==> config.mk <==
export PLATFORM = sky130hd
export DESIGN_NAME = seq_mul
export DESIGN_NICKNAME = d
export VERILOG_FILES = /design/src/rtl/seq_mul.sv
export SDC_FILE = /design/constraint.sdc
export NUM_CORES = 1
export LEC_CHECK = 0
export BUFFER_PORTS_ARGS = -buffer_cell sky130_fd_sc_hd__buf_2
export CAP_MARGIN = 20
export CORE_ASPECT_RATIO = 0.9
export CORE_UTILIZATION = 57
export CTS_CLUSTER_SIZE = 40
export DETAILED_ROUTE_END_ITERATION = 7
export PLACE_DENSITY = 0.79
export SYNTH_ARGS = -nofsm -noshare
export SYNTH_HDL_FRONTEND = slang
export SYNTH_SLANG_ARGS = --single-unit
==> constraint.sdc <==
create_clock -name clk -period 2.6 [get_ports clk]
set_clock_uncertainty 0.15 [all_clocks]
set_input_delay 0.39 -clock clk [delete_from_list [all_inputs] [get_ports clk]]
set_output_delay 0.39 -clock clk [all_outputs]
set_load 0.01 [all_outputs]
==> src/rtl/seq_mul.sv <==
// Sequential shift-add multiplier, unsigned or two's-complement, with a start/busy/done handshake.
// Full 2*WIDTH product after WIDTH+2 cycles, plus a WIDTH-bit truncated result and overflow flag.
module seq_mul #(
  parameter int unsigned WIDTH = 4
) (
  input  logic               clk,
  input  logic               rst,
  input  logic               start,
  input  logic               signed_mode,
  input  logic [WIDTH-1:0]   x,
  input  logic [WIDTH-1:0]   y,
  output logic               busy,
  output logic               done,
  output logic [2*WIDTH-1:0] product,
  output logic [WIDTH-1:0]   result,
  output logic               overflow
);

  localparam int unsigned PW = 2 * WIDTH;
  localparam int unsigned CW = $clog2(WIDTH);

  typedef enum logic [1:0] {IDLE, RUN, FIX} state_t;

  state_t           state_q, state_d;
  logic [PW-1:0]    acc_q;
  logic [PW-1:0]    mcand_q;
  logic [WIDTH-1:0] mplier_q;
  logic [CW-1:0]    cnt_q;
  logic             neg_q;
  logic             sm_q;

  logic [WIDTH-1:0] x_mag_c, y_mag_c;
  logic             neg_c;
  logic             last_c;
  logic [PW-1:0]    prod_c;
  logic [WIDTH:0]   hi_c;
  logic             ovf_c;

  // State register
  always_ff @(posedge clk) begin
    if (rst) state_q <= IDLE;
    else     state_q <= state_d;
  end

  // Next-state logic
  always_comb begin
    state_d = state_q;
    case (state_q)
      IDLE:    if (start) state_d = RUN;
      RUN:     if (last_c) state_d = FIX;
      FIX:     state_d = IDLE;
      default: state_d = IDLE;
    endcase
  end

  // Operand magnitudes, sign fix-up and overflow detection
  always_comb begin
    x_mag_c = x;
    y_mag_c = y;
    if (signed_mode && x[WIDTH-1]) x_mag_c = WIDTH'(-x);
    if (signed_mode && y[WIDTH-1]) y_mag_c = WIDTH'(-y);
    neg_c  = signed_mode & (x[WIDTH-1] ^ y[WIDTH-1]);
    last_c = (cnt_q == CW'(WIDTH - 1));
    prod_c = neg_q ? PW'(-acc_q) : acc_q;
    hi_c   = prod_c[PW-1:WIDTH-1];
    if (sm_q) ovf_c = !((&hi_c) || !(|hi_c));
    else      ovf_c = |prod_c[PW-1:WIDTH];
  end

  // Datapath: capture in IDLE, one shift-add per RUN cycle, register results in FIX
  always_ff @(posedge clk) begin
    if (rst) begin
      acc_q    <= '0;
      mcand_q  <= '0;
      mplier_q <= '0;
      cnt_q    <= '0;
      neg_q    <= 1'b0;
      sm_q     <= 1'b0;
      busy     <= 1'b0;
      done     <= 1'b0;
      product  <= '0;
      result   <= '0;
      overflow <= 1'b0;
    end else begin
      busy <= (state_d != IDLE);
      done <= (state_q == FIX);
      case (state_q)
        IDLE: begin
          if (start) begin
            mcand_q  <= PW'(x_mag_c);
            mplier_q <= y_mag_c;
            neg_q    <= neg_c;
            sm_q     <= signed_mode;
            acc_q    <= '0;
            cnt_q    <= '0;
          end
        end
        RUN: begin
          if (mplier_q[0]) acc_q <= acc_q + mcand_q;
          mcand_q  <= mcand_q << 1;
          mplier_q <= mplier_q >> 1;
          cnt_q    <= CW'(cnt_q + 1'b1);
        end
        FIX: begin
          product  <= prod_c;
          result   <= prod_c[WIDTH-1:0];
          overflow <= ovf_c;
        end
        default: ;
      endcase
    end
  end

endmodule

; ---- Yosys cells after proc, flatten, opt, wreduce, memory -nomap -nowiden
; Cells that the tools add are included.
[word_totals]
regBits = 41
[op_classes]
addsub = 5
mux = 16
bitwise_logic = 2
reduce_logical = 14
n_eq_ne = 5
[ops]
columns = op, n
row1 = two-way mux 8 bit, 4
row2 = case mux 8 bit (2 select lines), 2
row3 = two-way mux 4 bit, 3
row4 = adder 8 bit, 1
row5 = negation 4 bit, 2
row6 = negation 8 bit, 1
row7 = case mux 2 bit (2 select lines), 2
row8 = case mux 4 bit (2 select lines), 1
row9 = two-way mux 2 bit, 3
row10 = AND reduction 5 bit, 1
row11 = OR reduction 5 bit, 1
row12 = equality test 2 bit (second input constant), 2
row13 = inequality test 2 bit (second input constant), 2
row14 = AND reduction 2 bit, 2
row15 = nonzero test 2 bit, 2
row16 = OR reduction 4 bit, 1
row17 = AND reduction 3 bit, 1
row18 = adder 2 x 1 -> 2 bit (second input constant), 1
row19 = equality test 2 x 1 -> 1 bit (second input constant), 1
row20 = logical AND 1 bit, 2
row21 = logical NOT 1 bit, 2
row22 = logical NOT 2 bit, 1
row23 = AND 1 bit, 1
row24 = logical OR 1 bit, 1
row25 = 2 further kinds, 2

; ---- Longest topological paths before layout
[depth]
ltp_word = 7
mapped_depth = 8
ltp_nobuf = 8

; ---- Worst setup path after synthesis
; No wires, ideal clock.
[synth_timing]
path_kind = register to register
startpoint = register acc_q[1]
endpoint = register overflow
synth_period_minus_slack_ps = 2190
required_time_ps = 2335
path_buffers = 0
path_stages_with_launch = 8
t_arrival_ps = 1924
path_slack_ps = 410
path_cell_list = dfxtp_1 inv_1 ha_1 nor4b_1 a2111oi_4 a31oi_1 or4_1 a31o_1
[synth_via]
elab_chain_cells = 7
word_cells_on_any_way = 9
[synth_lines]
columns = item, line
row1 = "start, declared", 25  ; logic [PW-1:0] acc_q;
row2 = "start signal, assigned", 99  ; if (mplier_q[0]) acc_q <= acc_q + mcand_q;
row3 = negation 8 bit (*), 64  ; prod_c = neg_q ? PW'(-acc_q) : acc_q;
row4 = two-way mux 8 bit (*), 64
row5 = OR reduction 5 bit, 66  ; if (sm_q) ovf_c = !((&hi_c) || !(|hi_c));
row6 = logical NOT 1 bit, 66
row7 = logical OR 1 bit, 66
row8 = logical NOT 1 bit, 66
row9 = two-way mux 1 bit (*), 66
row10 = "end signal, assigned", 107  ; overflow <= ovf_c;
row11 = "end, declared", 16  ; output logic overflow
; Every way passes the cells marked *; elsewhere a longest branch is shown, timed or not.
; A chain may end at the register's enable or synchronous reset.

; ---- Final worst setup path
; Ends and elaborated chain as after synthesis.

==> results.json <==
{
  "via_per_inst": 5.737,
  "cts_hold_buf": 0,
  "async_flop_share_pct": 0,
  "diodes": 0,
  "critPathRequiredTime_ps": 2630,
  "drtPass1Iterations": 4,
  "fp.coreArea_um2": 3403,
  "cts_sinks": 37,
  "cp-end-kind": "register",
  "place_hpwl_um": 2929,
  "drtAntennaViolNets": 0,
  "synth_seq_area_share_pct": 36.32,
  "p_switching_mw": 0.2728,
  "yosys_warnings": 0,
  "postSynthNetCount": 256,
  "num_rows": 20,
  "hp-class": "in -> reg",
  "cap_violations": 0,
  "crit_type": "reg -> reg",
  "min_period_ps": 2339,
  "timing.hold.ws_ps": 250.1,
  "ys_types": 45,
  "critical_path_arrival_ps": 2370,
  "die_area_um2": 3821,
  "syn_avg_cell_area_um2": 8.791,
  "io_pins": 27,
  "cts_tree": "yes",
  "clock_tree.buffer_depth": 2,
  "setup_ws_ps": 261.1,
  "setup_viol": 0,
  "power_frac_comb_pct": 10.9,
  "placed_area_um2": 2138,
  "synth-edff-count": 0,
  "numPortBuffers": 26,
  "place_ws_ps": 287.8,
  "hold_viol_final": 0,
  "drt-initial-drc-count": 96,
  "start_util_pct": 59.93,
  "power.density_nw_per_um2": 503.0,
  "antenna_found_initial": 0,
  "start_kind": "register",
  "p_leak_nw": 0.9742,
  "clk_latency_ps": 280,
  "slew_viol_final": 0,
  "timing.fmax_mhz": 427.5,
  "fin_tns_setup_ps": 0,
  "die_h_um": 58.75,
  "grt_setup_unrepaired": "no",
  "reg2reg_slack_ps": 260,
  "outcome": "finished clean",
  "finalWirelength_um": 4028,
  "tightest_slew_ps": 498.6,
  "synth-main-ff-cell": "dfxtp_1",
  "p_int_mw": 0.8463,
  "drc": 0,
  "max-vdd-ir-drop_mv": 0.4106,
  "globalplace.congestion": 0.8525,
  "area_growth_pct": 9.080,
  "grt_max_degree": 28,
  "cts_resized": 0,
  "clockPowerShare_pct": 35.2,
  "cts.clk_slew.worst_paths_ps": 70,
  "power_frac_seq_pct": 53.9,
  "p_sw_share_pct": 24.38,
  "post-cts-setup-buffer-count": 0,
  "avgRoutedWirePerCell_um": 13.56,
  "die_w_um": 65.05,
  "num_vias": 1704,
  "overflow": 0,
  "synthCells": 232,
  "totalPowerFinal_mw": 1.119,
  "track_usage_pct": 23.25,
  "synth_seq_cells": 37,
  "cts_buffers": 5,
  "cts_max_level": 2,
  "syn_area_um2": 2039,
  "fin_area_um2": 2225,
  "fin_nets": 277,
  "root_buffer": "clkbuf_8",
  "nFillCells": 302,
  "slew_headroom_pct": 66.29,
  "cp_max_fo": 7,
  "drive_gt1_share_pct": 18.18,
  "fin_crit_sh_pct": 89.96,
  "grt_pass1_wl_um": 6865,
  "grt_pass1_vias": 1500
}
-- flip-flops by register name, summed over array words and instances, names as in the netlist --
register / cells
product: 8
overflow: 1
mplier_q: 4
sm_q: 1
state_q: 2
done: 1
busy: 1
neg_q: 1
cnt_q: 2
mcand_q: 8
acc_q: 8
-- stage by stage --
stage / util (%) / instances
after floorplan: - / 232
after global placement: 62.83 / 290
after detailed placement: 62.83 / 290
after CTS: 65.37 / 297
after global routing: 65.37 / 297
final: 65.37 / 297
-- critical path, stage by stage (launching register included) --
cell       delay, ps
dfxtp_1          460
inv_1             80
ha_1             260
nor4b_1          190
a2111oi_4        340
a31oi_1           70
or4_1            480
a31o_1           220
-- cell usage after synthesis, drive strengths merged (4+ instances only) --
| library cell | n | area [um^2] |
|---|---|---|
| xnor2 | 6 | 52.55 |
| a211oi | 10 | 75.07 |
| buf | 5 | 41.29 |
| nor2 | 39 | 153.9 |
| or3 | 4 | 26.28 |
| ha | 11 | 137.6 |
| a22oi | 12 | 90.09 |
| clkbuf | 10 | 67.57 |
| a21oi | 10 | 50.05 |
| nand2 | 14 | 60.06 |
| inv | 10 | 37.54 |
| nand3 | 5 | 25.02 |
| dfxtp | 37 | 740.7 |
| mux2i | 5 | 50.05 |
| o21ai | 9 | 48.80 |
| o31ai | 4 | 30.03 |
| xor2 | 7 | 61.31 |
-- layout make-up --
cell class | count | area [um^2] | share of cell area (%)
clock buffers | 7 | 86.33 | 3.881
multi-input cells | 170 | 1152 | 51.80
flip-flops and latches | 37 | 740.7 | 33.30
well taps | 44 | 55.05 | 2.475
inverters | 10 | 37.54 | 1.687
repair buffers | 29 | 152.6 | 6.862
-- metal layers --
layer | share of wire, % | track usage [%]
met4 | 1.5 | 7.764
met5 | 0 | 0
met2 | 45 | 37.20
met1 | 49 | 31.53
met3 | 4.5 | 4.651
-- final timing paths --
| path | start | endpoint | cells after the start |
|---|---|---|---|
| max | acc_q[1] | overflow | 7 |
| min | x[0] | mcand_q[0] | 3 |
| max reg2reg | acc_q[1] | overflow | 7 |
| min reg2reg | product[0] | product[0] | 2 |
-- logic make-up (layout without fill, tap and decap cells) --
group	Yosys count	in the layout	share of synthesized area, %
AND/OR/NAND/NOR	76	76	17.55
AO/OA/AOI/OAI	64	64	23.19
flip-flops	37	37	36.32
buffers and inverters	25	46	7.178
XOR/XNOR	13	13	5.583
adder cells (fa/ha/maj)	12	12	7.730
multiplexers	5	5	2.454
-- layout by cell type, fill, tap and decap left out, drive strengths merged, types with 2 or more instances in the layout --
master / count
a22oi: 12
a21oi: 10
a31oi: 2
ha: 11
a211oi: 10
mux2i: 5
nor2: 39
buf: 29
nand3: 5
xor2: 7
inv: 10
o31ai: 4
nand2: 14
o21ai: 9
nor2b: 3
a2bb2oi: 3
or3: 4
or2: 3
a311oi: 2
clkbuf: 7
dfxtp: 37
xnor2: 6
and3: 2
o221a: 3
o22ai: 2
-- power by group through the flow --
| stage | clock network, mW | logic, mW | registers, mW |
|---|---|---|---|
| after floorplan | 0 | 0.0939 | 0.609 |
| after global placement | 0 | 0.119 | 0.616 |
| after detailed placement | 0 | 0.121 | 0.615 |
| after CTS | 0.407 | 0.121 | 0.602 |
| after global routing | 0.428 | 0.138 | 0.605 |
| final | 0.394 | 0.122 | 0.603 |
Note: power is estimated with default switching activity, not from simulation.
